File: config.mk
export PLATFORM = sky130hd
export DESIGN_NAME = hazard_ctrl
export DESIGN_NICKNAME = d
export VERILOG_FILES = /design/src/rtl/hazard_ctrl.sv
export SDC_FILE = /design/constraint.sdc
export NUM_CORES = 1
export LEC_CHECK = 0
export BUFFER_PORTS_ARGS = -buffer_cell sky130_fd_sc_hd__buf_2
export CAP_MARGIN = 10
export CORE_AREA = 2 2 39 41
export DETAILED_ROUTE_END_ITERATION = 10
export DIE_AREA = 0 0 41 43
export GPL_TIMING_DRIVEN = 0
export PLACE_DENSITY = 0.79
export RECOVER_POWER = 50
export SYNTH_ARGS = -nofsm -noshare
export SYNTH_HDL_FRONTEND = slang
export SYNTH_SLANG_ARGS = --single-unit
File: constraint.sdc
create_clock -name clk -period 1.9 [get_ports clk]
set_input_delay 0.285 -clock clk [delete_from_list [all_inputs] [get_ports clk]]
set_output_delay 0.285 -clock clk [all_outputs]
set_load 0.005 [all_outputs]
File: src/rtl/hazard_ctrl.sv
// Pipeline hazard controller: load-use bubbles, MEM-resolved branch flush, ID jump squash, data-memory wait freeze.
// Optional `HAZARD_PERF_EN adds saturating stall/flush/wait counters.
module hazard_ctrl #(
    parameter int LU_STALL_CYCLES = 1
) (
    input  logic       clk,
    input  logic       rst,
    input  logic [4:0] id_rs,
    input  logic [4:0] id_rt,
    input  logic       id_uses_rt,
    input  logic       id_jump,
    input  logic       ex_memtoreg,
    input  logic       ex_regwrite,
    input  logic [4:0] ex_rd,
    input  logic       mem_branch_taken,
    input  logic       mem_req,
    input  logic       mem_ready,
    output logic       pc_ena,
    output logic       ifid_ena,
    output logic       ifid_flush,
    output logic       idex_flush,
    output logic       exmem_flush,
    output logic       back_ena,
    output logic [1:0] state
`ifdef HAZARD_PERF_EN
    ,
    output logic [15:0] perf_stall,
    output logic [15:0] perf_flush,
    output logic [15:0] perf_wait
`endif
);

    typedef enum logic [1:0] {
        RUN      = 2'd0,
        LU_STALL = 2'd1,
        MEM_WAIT = 2'd2
    } st_t;

    // Out-of-range settings are clamped so the 2-bit counter can always hold the reload value.
    localparam int         LU_CLAMP = (LU_STALL_CYCLES < 1) ? 1 :
                                      (LU_STALL_CYCLES > 3) ? 3 : LU_STALL_CYCLES;
    localparam logic [1:0] LU_LOAD  = 2'(LU_CLAMP - 1);

    st_t        cur_st, nxt_st;
    st_t        ret_st, nxt_ret;
    st_t        eff_st;
    logic [1:0] lu_cnt, nxt_cnt;
    logic       lu_hit;
    logic       mem_wait;
    logic       stall_cont;
    logic       stall_cond;

    always_comb begin
        lu_hit = ex_memtoreg & ex_regwrite & (ex_rd != 5'd0) &
                 ((ex_rd == id_rs) | (id_uses_rt & (ex_rd == id_rt)));
        mem_wait = mem_req & ~mem_ready;
        // While frozen, decisions are taken against the state that was interrupted.
        eff_st     = (cur_st == MEM_WAIT) ? ret_st : cur_st;
        stall_cont = (eff_st == LU_STALL) && (lu_cnt != 2'd0);
        stall_cond = lu_hit | stall_cont;
    end

    always_comb begin
        pc_ena      = 1'b1;
        ifid_ena    = 1'b1;
        back_ena    = 1'b1;
        ifid_flush  = 1'b0;
        idex_flush  = 1'b0;
        exmem_flush = 1'b0;
        nxt_st      = RUN;
        nxt_cnt     = 2'd0;
        nxt_ret     = ret_st;
        if (rst) begin
            pc_ena      = 1'b0;
            ifid_ena    = 1'b0;
            back_ena    = 1'b0;
            ifid_flush  = 1'b1;
            idex_flush  = 1'b1;
            exmem_flush = 1'b1;
        end else if (mem_wait) begin
            pc_ena   = 1'b0;
            ifid_ena = 1'b0;
            back_ena = 1'b0;
            nxt_st   = MEM_WAIT;
            nxt_ret  = eff_st;
            nxt_cnt  = lu_cnt;
        end else if (mem_branch_taken) begin
            ifid_flush  = 1'b1;
            idex_flush  = 1'b1;
            exmem_flush = 1'b1;
        end else if (stall_cond) begin
            pc_ena     = 1'b0;
            ifid_ena   = 1'b0;
            idex_flush = 1'b1;
            if (stall_cont) begin
                nxt_cnt = lu_cnt - 2'd1;
                nxt_st  = (lu_cnt == 2'd1) ? RUN : LU_STALL;
            end else begin
                nxt_cnt = LU_LOAD;
                nxt_st  = (LU_LOAD != 2'd0) ? LU_STALL : RUN;
            end
        end else if (id_jump) begin
            ifid_flush = 1'b1;
        end
    end

    always_ff @(posedge clk) begin
        if (rst) begin
            cur_st <= RUN;
            ret_st <= RUN;
            lu_cnt <= 2'd0;
        end else begin
            cur_st <= nxt_st;
            ret_st <= nxt_ret;
            lu_cnt <= nxt_cnt;
        end
    end

    assign state = cur_st;

`ifdef HAZARD_PERF_EN
    function automatic logic [15:0] sat_inc(input logic [15:0] v);
        return (v == 16'hFFFF) ? v : v + 16'd1;
    endfunction

    logic ev_stall, ev_flush, ev_wait;

    always_comb begin
        ev_wait  = mem_wait;
        ev_flush = ~mem_wait & mem_branch_taken;
        ev_stall = ~mem_wait & ~mem_branch_taken & stall_cond;
    end

    always_ff @(posedge clk) begin
        if (rst) begin
            perf_stall <= 16'd0;
            perf_flush <= 16'd0;
            perf_wait  <= 16'd0;
        end else begin
            if (ev_stall) perf_stall <= sat_inc(perf_stall);
            if (ev_flush) perf_flush <= sat_inc(perf_flush);
            if (ev_wait)  perf_wait  <= sat_inc(perf_wait);
        end
    end
`endif

endmodule
==> reports/metrics.cfg, run 1 <==
[status]
status = finished, violations left
violations = setup timing

[timing]
hold_violations = 0
max_freq_ghz = 0.522
final-setup-viol-count = 1
tns_ps = -14.6
worstMarginPinSlew_ps = 479
min_period_ps = 1910
drv_slew = 0
period_share_pct = 101
worst_slack_ps = -14.6
relSlewSlack_pct = 68.0
finClkSkew_ps = 1.44
hold_slack_ps = 303
rsz0062_at_grt = true

[critical_path]
max_stage_delay_ps = 380
cp-end-kind = primary output
critical_path_class = in -> out
crit_chain = buf_8, or3_4, o311a_4, and2_4, a221o_1, buf_2
critical_path.top_delay_family = compound AO/OA/AOI/OAI gates
critPathLaunchType = input pin
slowest_stage = or3_4
crit_fanout = 3
crit_buf_inv = 2
crit_arrival_ps = 1630
crit_required_ps = 1620

[route]
wl_per_cell_um = 12.2
drt_wl_total_um = 1360
drtAntennaViolNets = 0
dr_total_vias = 557
dr.first_iter.drc_count = 5
vias_per_cell = 5.02
drcViolationCount = 0
drt_first_pass_iters = 2

[global_route]
grt_max_degree = 9
met1_usage_pct = 18.6
use_met2_pct = 28.4
antenna_found_initial = 0
grt_pass1_vias = 530
overflow = 0
grtUsageTotal_pct = 16.9
grt_pass1_wl_um = 2020
grtUsageMet3_pct = 3.66
grt.busiest_layer = met2

[die]
start_util_pct = 34.0
die_x_um = 41
dieArea_um2 = 1760
die_h_um = 43
rows = 14
io_pins = 32
coreArea_um2 = 1380

[cells_and_area]
diodes = 0
drive_above_1_share_pct = 45.3
area_growth_pct = 59.3
nets = 123
n_fill_cell = 143
final_util_pct = 54.2

[synth]
synth_edf_count = 0
syn_area_um2 = 470
ys_warn_count = 0
synthArstFlopShare_pct = 0
synth.yosys.seq_area_share_pct = 25.5
synth_ff_type = dfxtp_1
ys_seq_elements = 6
avgSynthCellArea_um2 = 7.84
yosysTopAreaCell = dfxtp_1
synth.top_cell.area_share_pct = 25.5
syn_inst = 60
yosysUniqueCellTypes = 25
synth_fp_nets = 86
yosys-top-cells-area = dfxtp_1 (26%), xnor2_1 (19%), a21oi_1 (5.3%)

[pwr]
power-per-cell-area_nw_per_um2 = 458
p_leak_nw = 0.318
ir_worst_vdd_mv = 0.207

[cts]
cts_tree = yes
holdBufCountCts = 0
cts_num_sinks = 6
root_buffer = clkbuf_4
numCtsBuffers = 3
cts_buffer_depth = 2
clkLatencyLatePin_ps = 240
cts-htree-levels = 1
path_clk_slew_ps = 40

[run]
drv_cap = 0

[placed_design]
portBuffers = 31
place_congestion = 0.700
place_hpwl_um = 1000

[hold_path]
holdCritPathClass = in -> reg

==> where the power goes <==
part	total (mW)	switching (mW)	internal [mW]
Sequential	0.129	0.00140	0.127
Clock	0.116	0.0447	0.0714
Combinational	0.0988	0.0435	0.0553
==> cell usage in the layout, fill, tap and decap left out, types with 2 or more instances in the layout <==
cell      synthesis  layout
a21oi_1           5       5
o21ai_0           2       2
nand2b_1          4       3
a31oi_1           2       2
dfxtp_1           6       6
nand3_1           2       2
nand2_1           4       4
xnor2_1          10      10
nor2_1            4       4
buf_4             1       2
buf_2             0      29
clkbuf_4          0       3
inv_1             5       5
==> registers in the layout (all words and copies together) (netlist names) <==
| register | flops |
|---|---|
| lu_cnt | 2 |
| ret_st | 2 |
| state | 2 |
==> cells in the mapped netlist (2+ instances only) <==
| master | number |
|---|---|
| nand2b_1 | 4 |
| inv_1 | 5 |
| ha_1 | 2 |
| a21oi_1 | 5 |
| xnor2_1 | 10 |
| a31oi_1 | 2 |
| nand2_1 | 4 |
| nor2_1 | 4 |
| o21ai_0 | 2 |
| nand3_1 | 2 |
| dfxtp_1 | 6 |
==> cells by family (layout without fill, tap and decap cells) <==
kind of cell | Yosys count | in the layout | synth area share, %
simple gates | 21 | 21 | 24.5
compound gates | 15 | 15 | 20.5
xor+xnor | 10 | 10 | 18.6
flops | 6 | 6 | 25.5
buf+inv | 6 | 41 | 5.59
fa+ha+maj | 2 | 2 | 5.32
==> final timing paths <==
check	slack (ps)	to	cells past startpoint	startpoint
max reg2reg	610	state[0]	4	state[0]
max	-10	idex_flush	6	ex_rd[2]
min	300	ret_st[0]	2	rst
min reg2reg	470	lu_cnt[0]	2	lu_cnt[0]
==> stage by stage <==
step	power, mW	instances	setup slack, ps	area (um^2)
detailed placement	0.220	107	-113	646
finish	0.343	111	-14.6	749
CTS	0.349	111	-71.7	702
global placement	0.218	107	-87.3	646
global route	0.365	111	-78.0	749
floorplan	0.173	60	198	470
==> cell type report <==
cell class,instances,area [um^2],share of cell area (%)
clock buffer,3,22.5,3.01
timing repair buffer,33,186,24.9
multi-input combinational,48,382,50.9
inverter,5,18.8,2.50
sequential,6,120,16.0
tap,16,20.0,2.67
==> what timing repair did <==
item / in CTS / in global routing
buffers inserted: 1 / 1
endpoints found under the setup margin: 3 / 2
resized for setup: 6 / 10
pin swaps: 5 / 3
==> routing by layer <==
layer | wire length, um | up-vias
met1 | 499 | 244
met4 | 14 | 0
met2 | 707 | 31
met3 | 135 | 2
li1 | - | 280
met5 | 0 | -
(Power assumes the default switching activity.)
==> run 2, diff against run 1 <==
--- a/config.mk
+++ b/config.mk
@@ -7,11 +7,11 @@
 export LEC_CHECK = 0
 export BUFFER_PORTS_ARGS = -buffer_cell sky130_fd_sc_hd__buf_2
 export CAP_MARGIN = 10
-export CORE_AREA = 2 2 39 41
+export CORE_MARGIN = 2
+export CORE_UTILIZATION = 30
 export DETAILED_ROUTE_END_ITERATION = 10
-export DIE_AREA = 0 0 41 43
 export GPL_TIMING_DRIVEN = 0
-export PLACE_DENSITY = 0.79
+export PLACE_DENSITY = 0.7
 export RECOVER_POWER = 50
 export SYNTH_ARGS = -nofsm -noshare
 export SYNTH_HDL_FRONTEND = slang
==> run 2 against run 1 <==
The run now ends clean. Clock skew down 1.4 ps. Die area up 7.8%. Core utilization down 3.2 points. Hold slack better by 3.2 ps. Wire length down 5.3%. Flip-flop and latch count unchanged.
==> reports/metrics.cfg, run 2 (synthesis results as in run 1) <==
[die]
start_util_pct = 31.6  ; -2.4 points
die_x_um = 43.6  ; +6.3%
io_pins = 32  ; unchanged
rows = 14  ; unchanged
coreArea_um2 = 1490  ; +7.6%
dieArea_um2 = 1900  ; +7.8%
die_h_um = 43.6  ; +1.4%

[critical_path]
crit_chain = buf_8, or3_4, o311a_1, and2_0, a221o_1, buf_2
slowest_stage = or3_4
crit_buf_inv = 2  ; unchanged
crit_fanout = 2  ; -1
critPathLaunchType = input pin
critical_path_class = in -> out
cp-end-kind = primary output
max_stage_delay_ps = 370  ; about the same
critical_path.top_delay_family = compound AO/OA/AOI/OAI gates
crit_required_ps = 1620  ; about the same
crit_arrival_ps = 1610  ; -20 ps

[global_route]
overflow = 0  ; unchanged
antenna_found_initial = 0  ; unchanged
grt_pass1_wl_um = 1960  ; -3.1%
grtUsageTotal_pct = 13.6  ; -3.2 points
grt_pass1_vias = 519  ; -2.1%
grt_max_degree = 9  ; unchanged

[pwr]
switching_share_pct = 26.7  ; +0.62 points
power-per-cell-area_nw_per_um2 = 462  ; +0.76%
pwr-share-comb_pct = 29.7  ; +0.9 points
ir_worst_vdd_mv = 0.324  ; +57%
p_leak_nw = 0.320  ; +0.51%
internal_power_mw = 0.257  ; +1.1%
p_clk_share_pct = 33.6  ; -0.2 points
p_sw_mw = 0.0935  ; +4.3%
seqPwrFrac_pct = 36.7  ; -0.7 points

[timing]
tns_ps = 0  ; +14.6 ps
worstMarginPinSlew_ps = 475  ; -4.17 ps
drv_slew = 0  ; unchanged
finClkSkew_ps = 0.0709  ; -1.36 ps
period_share_pct = 99.5  ; -1.2 points
rsz0062_at_grt = true
hold_violations = 0  ; unchanged
max_freq_ghz = 0.529  ; +1.2%
min_period_ps = 1890  ; -23.3 ps
relSlewSlack_pct = 68.3  ; +0.28 points
final-setup-viol-count = 0  ; -1

[cts]
holdBufCountCts = 0  ; unchanged
cts_buffer_depth = 2  ; unchanged
cts-htree-levels = 1  ; unchanged
cts_tree = yes
numCtsBuffers = 3  ; unchanged
cts_num_sinks = 6  ; unchanged
root_buffer = clkbuf_4
path_clk_slew_ps = 40  ; about the same
clkLatencyLatePin_ps = 240  ; about the same

[route]
dr.first_iter.drc_count = 7  ; +2
drtAntennaViolNets = 0  ; unchanged
vias_per_cell = 4.97  ; -0.89%
m1WireLength_um = 504  ; +1.0%
wl_met3_um = 59  ; -56%
drt_wl_total_um = 1280  ; -5.3%
wl_met2_um = 720  ; +1.8%
highest_layer = met3
drcViolationCount = 0  ; unchanged
wl_per_cell_um = 11.4  ; -7.0%
drt_first_pass_iters = 3  ; +1
dr_total_vias = 562  ; +0.90%

[cells_and_area]
n_fill_cell = 153  ; +7.0%
diodes = 0  ; unchanged
final_common_cell = buf_2
stdcell_area_um2 = 758  ; +1.2%
multiInputGateArea_um2 = 373  ; -2.3%
regArea_um2 = 120  ; unchanged
final_cell_mix = buf_2 (28), xnor2_1 (10), dfxtp_1 (6)
nets = 125  ; +1.6%
drive_above_1_share_pct = 43.3  ; -2.0 points
area_growth_pct = 61.2

[status]
status = finished, final reports clean

[placed_design]
place_congestion = 0.794  ; +13%
portBuffers = 31  ; unchanged
place_hpwl_um = 1000  ; +0.18%
placed_area_um2 = 646  ; unchanged

[hold_path]
holdCritPathClass = in -> reg

[run]
drv_cap = 0  ; unchanged

run 2: final timing paths:
kind | startpoint | to | slack [ps] | cells past startpoint
worst max-delay path | ex_rd[2] | idex_flush | 9 | 6
worst min-delay path | rst | ret_st[0] | 310 | 2
worst max register to register | state[0] | lu_cnt[0] | 640 | 5
worst min register to register | lu_cnt[0] | lu_cnt[0] | 480 | 2
run 2: power by group through the flow:
stage / clock [mW] / sequential, mW / combinational [mW]
finish: 0.118 / 0.129 / 0.104
global route: 0.129 / 0.128 / 0.113
CTS: 0.122 / 0.128 / 0.0986
detailed placement: 0 / 0.130 / 0.0903
global placement: 0 / 0.130 / 0.0880
floorplan: 0 / 0.130 / 0.0432
run 2: what timing repair did:
action,in CTS,in global routing
endpoints found under the hold margin,0,0
resized for setup,6,5
setup buffers,2,1
gates cloned,0,0
endpoints found under the setup margin,3,3
pin swaps,5,3
run 2: routing by layer:
| metal | track usage, % | vias to the layer above |
|---|---|---|
| met4 | 1.82 | 0 |
| met1 | 14.2 | 265 |
| met5 | 0 | - |
| li1 | - | 286 |
| met2 | 26.2 | 11 |
| met3 | 5.00 | 0 |
run 2: final cells by class:
| cell class | count | share of cell area (%) |
|---|---|---|
| Buffer | 1 | 1.49 |
| Clock buffer | 3 | 2.97 |
| Inverter | 5 | 2.48 |
| Multi-Input combinational cell | 48 | 49.2 |
| Sequential cell | 6 | 15.8 |
| Tap cell | 16 | 2.64 |
| Timing Repair Buffer | 34 | 25.4 |
run 2: per-stage QoR:
step | hold WS (ps) | util (%) | std cells | worst slack (ps) | power, mW
detailed placement | 475 | 43.4 | 107 | -97.4 | 0.221
global route | 311 | 50.9 | 113 | -34.0 | 0.370
global placement | 463 | 43.4 | 107 | -101 | 0.218
CTS | 303 | 47.7 | 112 | -32.7 | 0.349
floorplan | 354 | - | 60 | 198 | 0.173
finish | 306 | 50.9 | 113 | 8.73 | 0.350
==> run 3, diff against run 2 <==
--- a/config.mk
+++ b/config.mk
@@ -7,7 +7,6 @@
 export LEC_CHECK = 0
 export BUFFER_PORTS_ARGS = -buffer_cell sky130_fd_sc_hd__buf_2
 export CAP_MARGIN = 10
-export CORE_MARGIN = 2
 export CORE_UTILIZATION = 30
 export DETAILED_ROUTE_END_ITERATION = 10
 export GPL_TIMING_DRIVEN = 0
==> constraint.sdc (replaced) <==
create_clock -name clk -period 1.9 [get_ports clk]
set_input_delay 0.095 -clock clk [delete_from_list [all_inputs] [get_ports clk]]
set_output_delay 0.095 -clock clk [all_outputs]
set_load 0.005 [all_outputs]
==> run 3 against run 2 <==
Core utilization is 2.4 points lower. Fmax up 9.9%. Flip-flop and latch count is the same. Clock skew up 0.70 ps. Hold slack worse by 200 ps. Final cell count is 3.5% lower.
==> reports/metrics.cfg, run 3 (synthesis results as in run 1) <==
[cts]
cts_tree = yes
holdBufCountCts = 0  ; unchanged
path_clk_slew_ps = 40  ; about the same
cts_setup_buffers = 0  ; -2
numCtsBuffers = 3  ; unchanged
cts-htree-levels = 1  ; unchanged
root_buffer = clkbuf_4
clkLatencyLatePin_ps = 240  ; about the same
cts_num_sinks = 6  ; unchanged
cts_buffer_depth = 2  ; unchanged
cts-resized-gates = 0  ; -6

[status]
status = finished, final reports clean

[pwr]
seqPwrFrac_pct = 38.7  ; +2.0 points
ir_worst_vdd_mv = 0.225  ; -31%
pwr-share-comb_pct = 26.6  ; -3.1 points
p_clk_share_pct = 34.8  ; +1.2 points
internal_power_mw = 0.247  ; -3.9%
p_leak_nw = 0.296  ; -7.6%
switching_share_pct = 25.6  ; -1.1 points
p_sw_mw = 0.0850  ; -9.1%
totalPowerFinal_mw = 0.332  ; -5.3%
power-per-cell-area_nw_per_um2 = 495  ; +7.1%

[cells_and_area]
n_fill_cell = 144  ; -5.9%
diodes = 0  ; unchanged
final_common_cell = buf_2
area_growth_pct = 42.6
nets = 122  ; -2.4%
drive_above_1_share_pct = 37.2  ; -6.1 points
final_cell_mix = buf_2 (29), xnor2_1 (10), dfxtp_1 (6)
stdcell_area_um2 = 671  ; -12%

[route]
wl_per_cell_um = 10.3  ; -9.7%
drt_first_pass_iters = 4  ; +1
drcViolationCount = 0  ; unchanged
drtAntennaViolNets = 0  ; unchanged
vias_per_cell = 4.90  ; -1.5%
drt_wl_total_um = 1120  ; -13%
dr_total_vias = 534  ; -5.0%
dr.first_iter.drc_count = 12  ; +5

[hold_path]
holdCritPathClass = in -> reg
hold_depth = 2  ; unchanged
hold_path_end = lu_cnt[0]
hp-start = rst

[critical_path]
critPathLaunchType = flip-flop
r2r_setup_slack_ps = 680  ; +40 ps
reg2reg_from = lu_cnt[0]
crit_required_ps = 1800  ; +180 ps
crit_fanout = 4  ; +2
critical_path_class = reg -> out
r2r-end = lu_cnt[0]
reg2regPathDepth = 5  ; unchanged
cp-end-kind = primary output
crit_arrival_ps = 1630  ; +20 ps

[timing]
min_period_ps = 1720  ; -171 ps
hold_slack_ps = 108  ; -199 ps
finClkSkew_ps = 0.768  ; +0.697 ps
worst_slack_ps = 179  ; +171 ps
final-setup-viol-count = 0  ; unchanged
worstMarginPinSlew_ps = 471  ; -3.14 ps
drv_slew = 0  ; unchanged
hold_violations = 0  ; unchanged
max_freq_ghz = 0.581  ; +9.9%
relSlewSlack_pct = 68.5  ; +0.21 points
period_share_pct = 90.6  ; -9.0 points
tns_ps = 0  ; unchanged
rsz0062_at_grt = false

[global_route]
grtUsageTotal_pct = 13.3  ; -0.33 points
grt_max_degree = 9  ; unchanged
antenna_found_initial = 0  ; unchanged
overflow = 0  ; unchanged
grt_pass1_wl_um = 1810  ; -7.4%
grt_pass1_vias = 467  ; -10%

[die]
die_x_um = 41.6  ; -4.6%
rows = 13  ; -1
start_util_pct = 34.0  ; +2.4 points
io_pins = 32  ; unchanged
die_h_um = 41.6  ; -4.6%
coreArea_um2 = 1380  ; -7.1%
dieArea_um2 = 1730  ; -9.0%

[placed_design]
portBuffers = 31  ; unchanged
dpl_worst_slack_ps = 288  ; +385 ps
placed_area_um2 = 644  ; -0.19%
place_congestion = 0.733  ; -7.7%

[run]
drv_cap = 0  ; unchanged

-- run 3: final cells by class --
cell class                 instances  area [um^2]  area share (%)
tap                               15         18.8            2.80
sequential                         6          120            17.9
multi-input combinational         48          329            49.1
clock buffer                       3         22.5            3.36
buffer                             1         7.51            1.12
timing repair buffer              31          154            22.9
inverter                           5         18.8            2.80
-- run 3: how the worst max path moves through the flow --
stage | from | to | slack [ps] | depth (start not counted)
floorplan | lu_cnt[0] | pc_ena | 560 | 6
global placement | ex_rd[0] | idex_flush | 290 | 6
CTS | lu_cnt[0] | pc_ena | 50 | 7
global route | lu_cnt[0] | pc_ena | 60 | 7
finish | lu_cnt[0] | pc_ena | 180 | 7
detailed placement | ex_rd[0] | idex_flush | 290 | 6
-- run 3: metal layers --
metal / track usage, % / part of all wire [%]
met3: 6.09 / 4.4
met2: 21.9 / 51
met4: 3.23 / 0
met5: 0 / 0
met1: 15.6 / 45
-- run 3: metrics by stage --
| step | cells | util [%] |
|---|---|---|
| final | 109 | 48.5 |
| after floorplan | 60 | - |
| after global placement | 106 | 46.6 |
| after detailed placement | 106 | 46.6 |
| after global routing | 109 | 48.5 |
| after CTS | 109 | 48.2 |
-- run 3: worst max-delay path, stage by stage (launching register included) --
cell and delay (ps):
dfxtp_1 340, inv_1 70, ha_1 210, a211oi_2 290, nand2b_1 150, a31oi_1 60
buf_4 150, buf_2 110
-- run 3: power by group through the flow --
stage / logic, mW / clock network, mW / registers [mW]
6_report: 0.0881 / 0.115 / 0.128
4_1_cts: 0.0888 / 0.123 / 0.128
3_3_place_gp: 0.0878 / 0 / 0.130
3_5_place_dp: 0.0884 / 0 / 0.130
2_1_floorplan: 0.0432 / 0 / 0.130
5_1_grt: 0.0980 / 0.130 / 0.128
